`config.mk`:
```
export PLATFORM = sky130hd
export DESIGN_NAME = lsu_ctrl
export DESIGN_NICKNAME = d
export VERILOG_FILES = /design/src/rtl/lsu_pkg.sv /design/src/rtl/lsu_lane_align.sv /design/src/rtl/lsu_ctrl.sv
export SDC_FILE = /design/constraint.sdc
export NUM_CORES = 1
export LEC_CHECK = 0
export CORE_MARGIN = 1.5
export CORE_UTILIZATION = 30
export CTS_CLUSTER_DIAMETER = 150
export DETAILED_ROUTE_END_ITERATION = 7
export DONT_BUFFER_PORTS = 1
export GPL_TIMING_DRIVEN = 0
export PLACE_DENSITY_LB_ADDON = 0.25
export SLEW_MARGIN = 20
export SYNTH_ARGS = -nofsm -noshare
export SYNTH_HDL_FRONTEND = slang
export SYNTH_SLANG_ARGS = --single-unit
```
`constraint.sdc`:
```
create_clock -name clk -period 2 [get_ports clk]
set_input_delay 0.1 -clock clk [delete_from_list [all_inputs] [get_ports clk]]
set_output_delay 0.1 -clock clk [all_outputs]
set_load 0.1 [all_outputs]
```
`src/rtl/lsu_pkg.sv`:
```
// Shared definitions for the load/store controller: op codes, FSM states, widths.
// Optional build macro used by lsu_ctrl: LSU_ALIGN_CHECK_EN.
package lsu_pkg;

  localparam int WORD_W = 32;

  localparam logic [2:0] OP_LB  = 3'd0;
  localparam logic [2:0] OP_LH  = 3'd1;
  localparam logic [2:0] OP_LW  = 3'd2;
  localparam logic [2:0] OP_SW  = 3'd3;
  localparam logic [2:0] OP_LBU = 3'd4;
  localparam logic [2:0] OP_LHU = 3'd5;
  localparam logic [2:0] OP_SB  = 3'd6;
  localparam logic [2:0] OP_SH  = 3'd7;

  typedef enum logic [1:0] {
    ST_IDLE = 2'd0,
    ST_RD   = 2'd1,
    ST_WR   = 2'd2,
    ST_RESP = 2'd3
  } state_e;

  // Sub-word stores need the old word first (read-modify-write).
  function automatic logic is_narrow_store(input logic [2:0] op);
    return (op == OP_SB) || (op == OP_SH);
  endfunction

endpackage

```
`src/rtl/lsu_lane_align.sv`:
```
// Combinational lane steering: load extract/extend and sub-word store merge.
module lsu_lane_align
  import lsu_pkg::*;
(
  input  logic [2:0]        op,
  input  logic [1:0]        lane,
  input  logic [WORD_W-1:0] word,
  input  logic [15:0]       wdata_lo,
  output logic [WORD_W-1:0] load_data,
  output logic [WORD_W-1:0] store_word
);

  logic [7:0]  byte_sel;
  logic [15:0] half_sel;

  // NOTE: every output of a combinational block gets a default first so no latch is inferred.
  always_comb begin
    byte_sel = word[7:0];
    case (lane)
      2'd1:    byte_sel = word[15:8];
      2'd2:    byte_sel = word[23:16];
      2'd3:    byte_sel = word[31:24];
      default: byte_sel = word[7:0];
    endcase
    half_sel = lane[1] ? word[31:16] : word[15:0];
  end

  always_comb begin
    load_data = word;
    case (op)
      OP_LB:   load_data = {{24{byte_sel[7]}}, byte_sel};
      OP_LBU:  load_data = {24'd0, byte_sel};
      OP_LH:   load_data = {{16{half_sel[15]}}, half_sel};
      OP_LHU:  load_data = {16'd0, half_sel};
      default: load_data = word;
    endcase
  end

  always_comb begin
    store_word = word;
    if (op == OP_SB) begin
      case (lane)
        2'd0:    store_word = {word[31:8], wdata_lo[7:0]};
        2'd1:    store_word = {word[31:16], wdata_lo[7:0], word[7:0]};
        2'd2:    store_word = {word[31:24], wdata_lo[7:0], word[15:0]};
        default: store_word = {wdata_lo[7:0], word[23:0]};
      endcase
    end else if (op == OP_SH) begin
      store_word = lane[1] ? {wdata_lo, word[15:0]} : {word[31:16], wdata_lo};
    end
  end

endmodule

```
`src/rtl/lsu_ctrl.sv`:
```
// Load/store controller: byte/half/word requests onto a word-wide memory port.
// Build macro LSU_ALIGN_CHECK_EN enables misaligned-access error responses.
module lsu_ctrl
  import lsu_pkg::*;
#(
  parameter int ADDR_W = 10,
  parameter int DATA_W = 32
) (
  input  logic              clk,
  input  logic              rst_n,
  input  logic              req_valid,
  output logic              req_ready,
  input  logic [2:0]        req_op,
  input  logic [31:0]       req_addr,
  input  logic [31:0]       req_wdata,
  output logic              rsp_valid,
  output logic [31:0]       rsp_rdata,
  output logic              rsp_err,
  output logic [ADDR_W-1:0] mem_addr,
  output logic [DATA_W-1:0] mem_din,
  output logic              mem_we,
  input  logic [DATA_W-1:0] mem_dout
);

  state_e            state_q, state_d;
  logic [2:0]        op_q;
  logic [1:0]        lane_q;
  logic [31:0]       wdata_q;
  logic [DATA_W-1:0] word_buf;
  logic [DATA_W-1:0] rd_word;
  logic [31:0]       load_data;
  logic [31:0]       store_word;
  logic              req_misaligned;
  logic              accept;
  logic              unused_addr_hi;

  assign unused_addr_hi = ^req_addr[31:ADDR_W];
  assign req_ready      = (state_q == ST_IDLE);
  assign accept         = req_valid && req_ready;

`ifdef LSU_ALIGN_CHECK_EN
  always_comb begin
    req_misaligned = 1'b0;
    case (req_op)
      OP_LH, OP_LHU, OP_SH: req_misaligned = req_addr[0];
      OP_LB, OP_LBU, OP_SB: req_misaligned = 1'b0;
      default:              req_misaligned = (req_addr[1:0] != 2'b00);
    endcase
  end
`else
  // Without the check, low bits below the access size are simply dropped.
  assign req_misaligned = 1'b0;
`endif

  always_comb begin
    state_d = state_q;
    case (state_q)
      ST_IDLE: begin
        if (accept) begin
          if (req_misaligned)       state_d = ST_RESP;
          else if (req_op == OP_SW) state_d = ST_WR;
          else                      state_d = ST_RD;
        end
      end
      ST_RD:   state_d = is_narrow_store(op_q) ? ST_WR : ST_RESP;
      ST_WR:   state_d = ST_RESP;
      ST_RESP: state_d = ST_IDLE;
      default: state_d = ST_IDLE;
    endcase
  end

  // NOTE: sequential state uses non-blocking assignments so every register samples pre-edge values.
  always_ff @(posedge clk or negedge rst_n) begin
    if (!rst_n) state_q <= ST_IDLE;
    else        state_q <= state_d;
  end

  // Memory data is only sampled in RD; elsewhere the buffer keeps the align logic quiet.
  assign rd_word = (state_q == ST_RD) ? mem_dout : word_buf;

  lsu_lane_align u_lane_align (
    .op         (op_q),
    .lane       (lane_q),
    .word       (rd_word),
    .wdata_lo   (wdata_q[15:0]),
    .load_data  (load_data),
    .store_word (store_word)
  );

  // NOTE: the word buffer is a single register, not a memory array, so it is reset like any other flop.
  always_ff @(posedge clk or negedge rst_n) begin
    if (!rst_n) begin
      op_q      <= OP_LB;
      lane_q    <= 2'b00;
      wdata_q   <= '0;
      word_buf  <= '0;
      rsp_valid <= 1'b0;
      rsp_rdata <= '0;
      rsp_err   <= 1'b0;
      mem_addr  <= '0;
      mem_din   <= '0;
      mem_we    <= 1'b0;
    end else begin
      case (state_q)
        ST_IDLE: begin
          if (accept) begin
            op_q    <= req_op;
            lane_q  <= req_addr[1:0];
            wdata_q <= req_wdata;
            if (req_misaligned) begin
              rsp_valid <= 1'b1;
              rsp_err   <= 1'b1;
              rsp_rdata <= '0;
            end else begin
              mem_addr <= {req_addr[ADDR_W-1:2], 2'b00};
              if (req_op == OP_SW) begin
                mem_din <= req_wdata;
                mem_we  <= 1'b1;
              end
            end
          end
        end
        ST_RD: begin
          word_buf <= mem_dout;
          if (is_narrow_store(op_q)) begin
            mem_din <= store_word;
            mem_we  <= 1'b1;
          end else begin
            rsp_valid <= 1'b1;
            rsp_rdata <= load_data;
          end
        end
        ST_WR: begin
          mem_we    <= 1'b0;
          rsp_valid <= 1'b1;
          rsp_rdata <= '0;
        end
        default: begin
          rsp_valid <= 1'b0;
          rsp_err   <= 1'b0;
          rsp_rdata <= '0;
        end
      endcase
    end
  end

endmodule

```
==> flow_summary.yaml <==
timing:
  rsz0062_at_grt: "yes"
  setup_viol: 0
  relSlewSlack_pct: 36.0
  hold_violations: 97
  hold_slack_ps: -563
  drv_slew: 0
  min_period_ps: 1970
  fin_crit_sh_pct: 98.3
  fin_skew_ps: 7.95
  max_freq_mhz: 509
  worstMarginPinSlew_ps: 960
  tns_ps: 0
detailed_routing:
  drtIter0Drc: 354
  ant_nets: 0
  wl_per_cell_microns: 22.2
  finalWirelength_mm: 17.8
  vias: 4398
  via_per_inst: 5.50
  drc: 0
  drt_pre_antenna_iters: 5
synthesis:
  synth_cell_types: 54
  ys_seq_area_share_pct: 48.0
  postSynthCellCount: 471
  synth_largest_area_cell: "dfrtp_1"
  yosysTopAreaCellShare_pct: 48.0
  ys_ff_latch: 97
  post_synth.cell_area_avg_sq_um: 10.7
  postSynth.topFlopCell: "dfrtp_1"
  synth_edf_count: 0
  synth_most_common_cell: "dfrtp_1"
  synth_area_leaders: "dfrtp_1 48%, mux2_2 6.7%, mux2i_1 4.8%"
  synth_area_sq_um: 5060
  synth_top_cells_by_count: "97 x dfrtp_1, 31 x nand2_1, 30 x mux2_2, 29 x o21ai_0, 24 x mux2i_1"
  yosys_warnings: 0
  postSynth.asyncResetShare_pct: 100
finish:
  drive_above_1_share_pct: 19.0
  register_area_sq_um: 2430
  nNetsFinal: 680
  fillers: 1614
  antennaDiodeCount: 0
  syn_to_final_growth_pct: 32.9
  multi_input_area_sq_um: 2450
  fin_cells: 799
floorplan:
  num_rows: 47
  core_sq_um: 16500
  die_area_sq_um: 17600
  fp.dieH_microns: 133
  start_util_pct: 30.6
  die_x_microns: 133
  io_pins: 180
place:
  placed_cells: 693
  dp_hpwl_mm: 13.0
  place_congestion: 0.915
  portBuffers: 0
worst_setup_path:
  cpPeakStageDelay_ps: 530
  path_cells: "buf_4 -> nand4b_1 -> clkbuf_1 -> o311ai_1 -> a31oi_1"
  crit_family: "compound AO/OA/AOI/OAI gates"
  reg2regPathDepth: 5
  crit_required_ps: 2210
  cp.depth: 5
  cp_slowest_cell: "o311ai_1"
  startpoint_type: "flip-flop"
  crit_arrival_ps: 2170
  crit_buf_inv: 2
  endpoint_kind: "flip-flop"
  crit_fanout: 10
  setup.worst_path.class: "reg -> reg"
cts:
  cts_root_buf: "clkbuf_16"
  insertion_delay_ps: 360
  clkTransAtPathRegs_ps: 70
  cts_buffer_depth: 2
  htreeDepth: 3
  cts_tree: "built"
  cts_buffers: 9
  postCtsHoldBufs: 77
  cts.sinks: 97
grt:
  grt_pass1_vias: 4389
  use_met1_pct: 27.7
  busiest_layer: "met2"
  antenna_found_initial: 0
  use_met3_pct: 5.86
  gr-total-overflow: 0
  grt_max_degree: 98
  grt_use_met2_pct: 31.1
  grt_use_total_pct: 20.5
  grt_pass1_wl_mm: 27.1
run_status:
  outcome: "finished, violations left"
  violations: "negative hold slack"
run:
  drv_cap: 0
min_path:
  hold_path.class: "in -> async"
[cell families after synthesis]
group	share of synthesized area (%)
adder cells (fa/ha/maj)	0.990
AND/OR/NAND/NOR	13.7
multiplexers	12.2
other	0.0742
AO/OA/AOI/OAI	20.0
buffers and inverters	5.05
flip-flops	48.0
[path summary, 6_finish.rpt]
check	from	end	slack [ps]
worst max-delay path	lane_q[0]$_DFFE_PN0P_	mem_din[24]$_DFFE_PN0P_	30
max in group asynchronous	rst_n	mem_addr[6]$_DFFE_PN0P_	2370
min in group clk	mem_dout[0]	mem_din[0]$_DFFE_PN0P_	0
worst min-delay path	rst_n	rsp_rdata[23]$_DFFE_PN0P_	-560
worst min register to register	wdata_q[9]$_DFFE_PN0P_	wdata_q[9]$_DFFE_PN0P_	560
worst max register to register	lane_q[0]$_DFFE_PN0P_	mem_din[24]$_DFFE_PN0P_	30
[registers in the layout, indices dropped and copies added (netlist names)]
signal and cells:
mem_din 32, rsp_rdata 32, wdata_q 16, mem_addr 8, op_q 3, lane_q 2, state_q 2, mem_we 1
rsp_valid 1
[routing by layer]
layer  part of all wire (%)  wire [microns]
met5                      0               0
met4                    2.4             430
met3                    8.8            1560
met2                     45            7910
met1                     44            7870
[repair_timing]
| action | in CTS | in global routing |
|---|---|---|
| gates resized for setup | 37 | 16 |
| hold endpoints to repair | 191 | 97 |
| buffers inserted | 12 | 1 |
| pin swaps | 5 | 2 |
| cloned | 0 | 1 |
| setup endpoints to repair | 86 | 70 |
[cells in the final DEF, fill, tap and decap left out, types with 8 or more instances in the layout]
master	count
buf_4	21
mux2i_1	24
o221ai_1	8
nor2_1	23
o21ai_0	28
nor3_1	8
inv_1	11
mux2_2	30
clkbuf_1	9
o211ai_1	16
a21oi_1	8
dfrtp_1	97
clkbuf_16	10
a31oi_1	16
o31a_1	8
a221o_1	16
dlygate4sd3_1	77
a2bb2oi_1	8
nand3b_1	16
nand2_1	30
nand2b_1	18
[stage by stage]
stage          hold slack (ps)  utilization (%)  setup WS (ps)  instance area, sq um
5_1_grt                   -583             40.7          -12.0                  6720
2_1_floorplan             -196                -           11.4                  5090
3_5_place_dp              -191             32.5           -573                  5360
4_1_cts                   -578             40.3          0.959                  6650
3_3_place_gp              -191             32.5           -585                  5360
6_report                  -563             40.7           34.4                  6720
[layout make-up]
type,instances,area share (%)
Clock inverter,6,1.36
Clock buffer,10,3.41
Inverter,13,0.726
Multi-Input combinational cell,323,36.5
Timing Repair Buffer,91,13.5
Buffer,39,4.25
Sequential cell,97,36.1
Tap cell,220,4.10
Power is not shown: default switching activity piles up to over one toggle a cycle in this logic, so the estimate is an artifact.
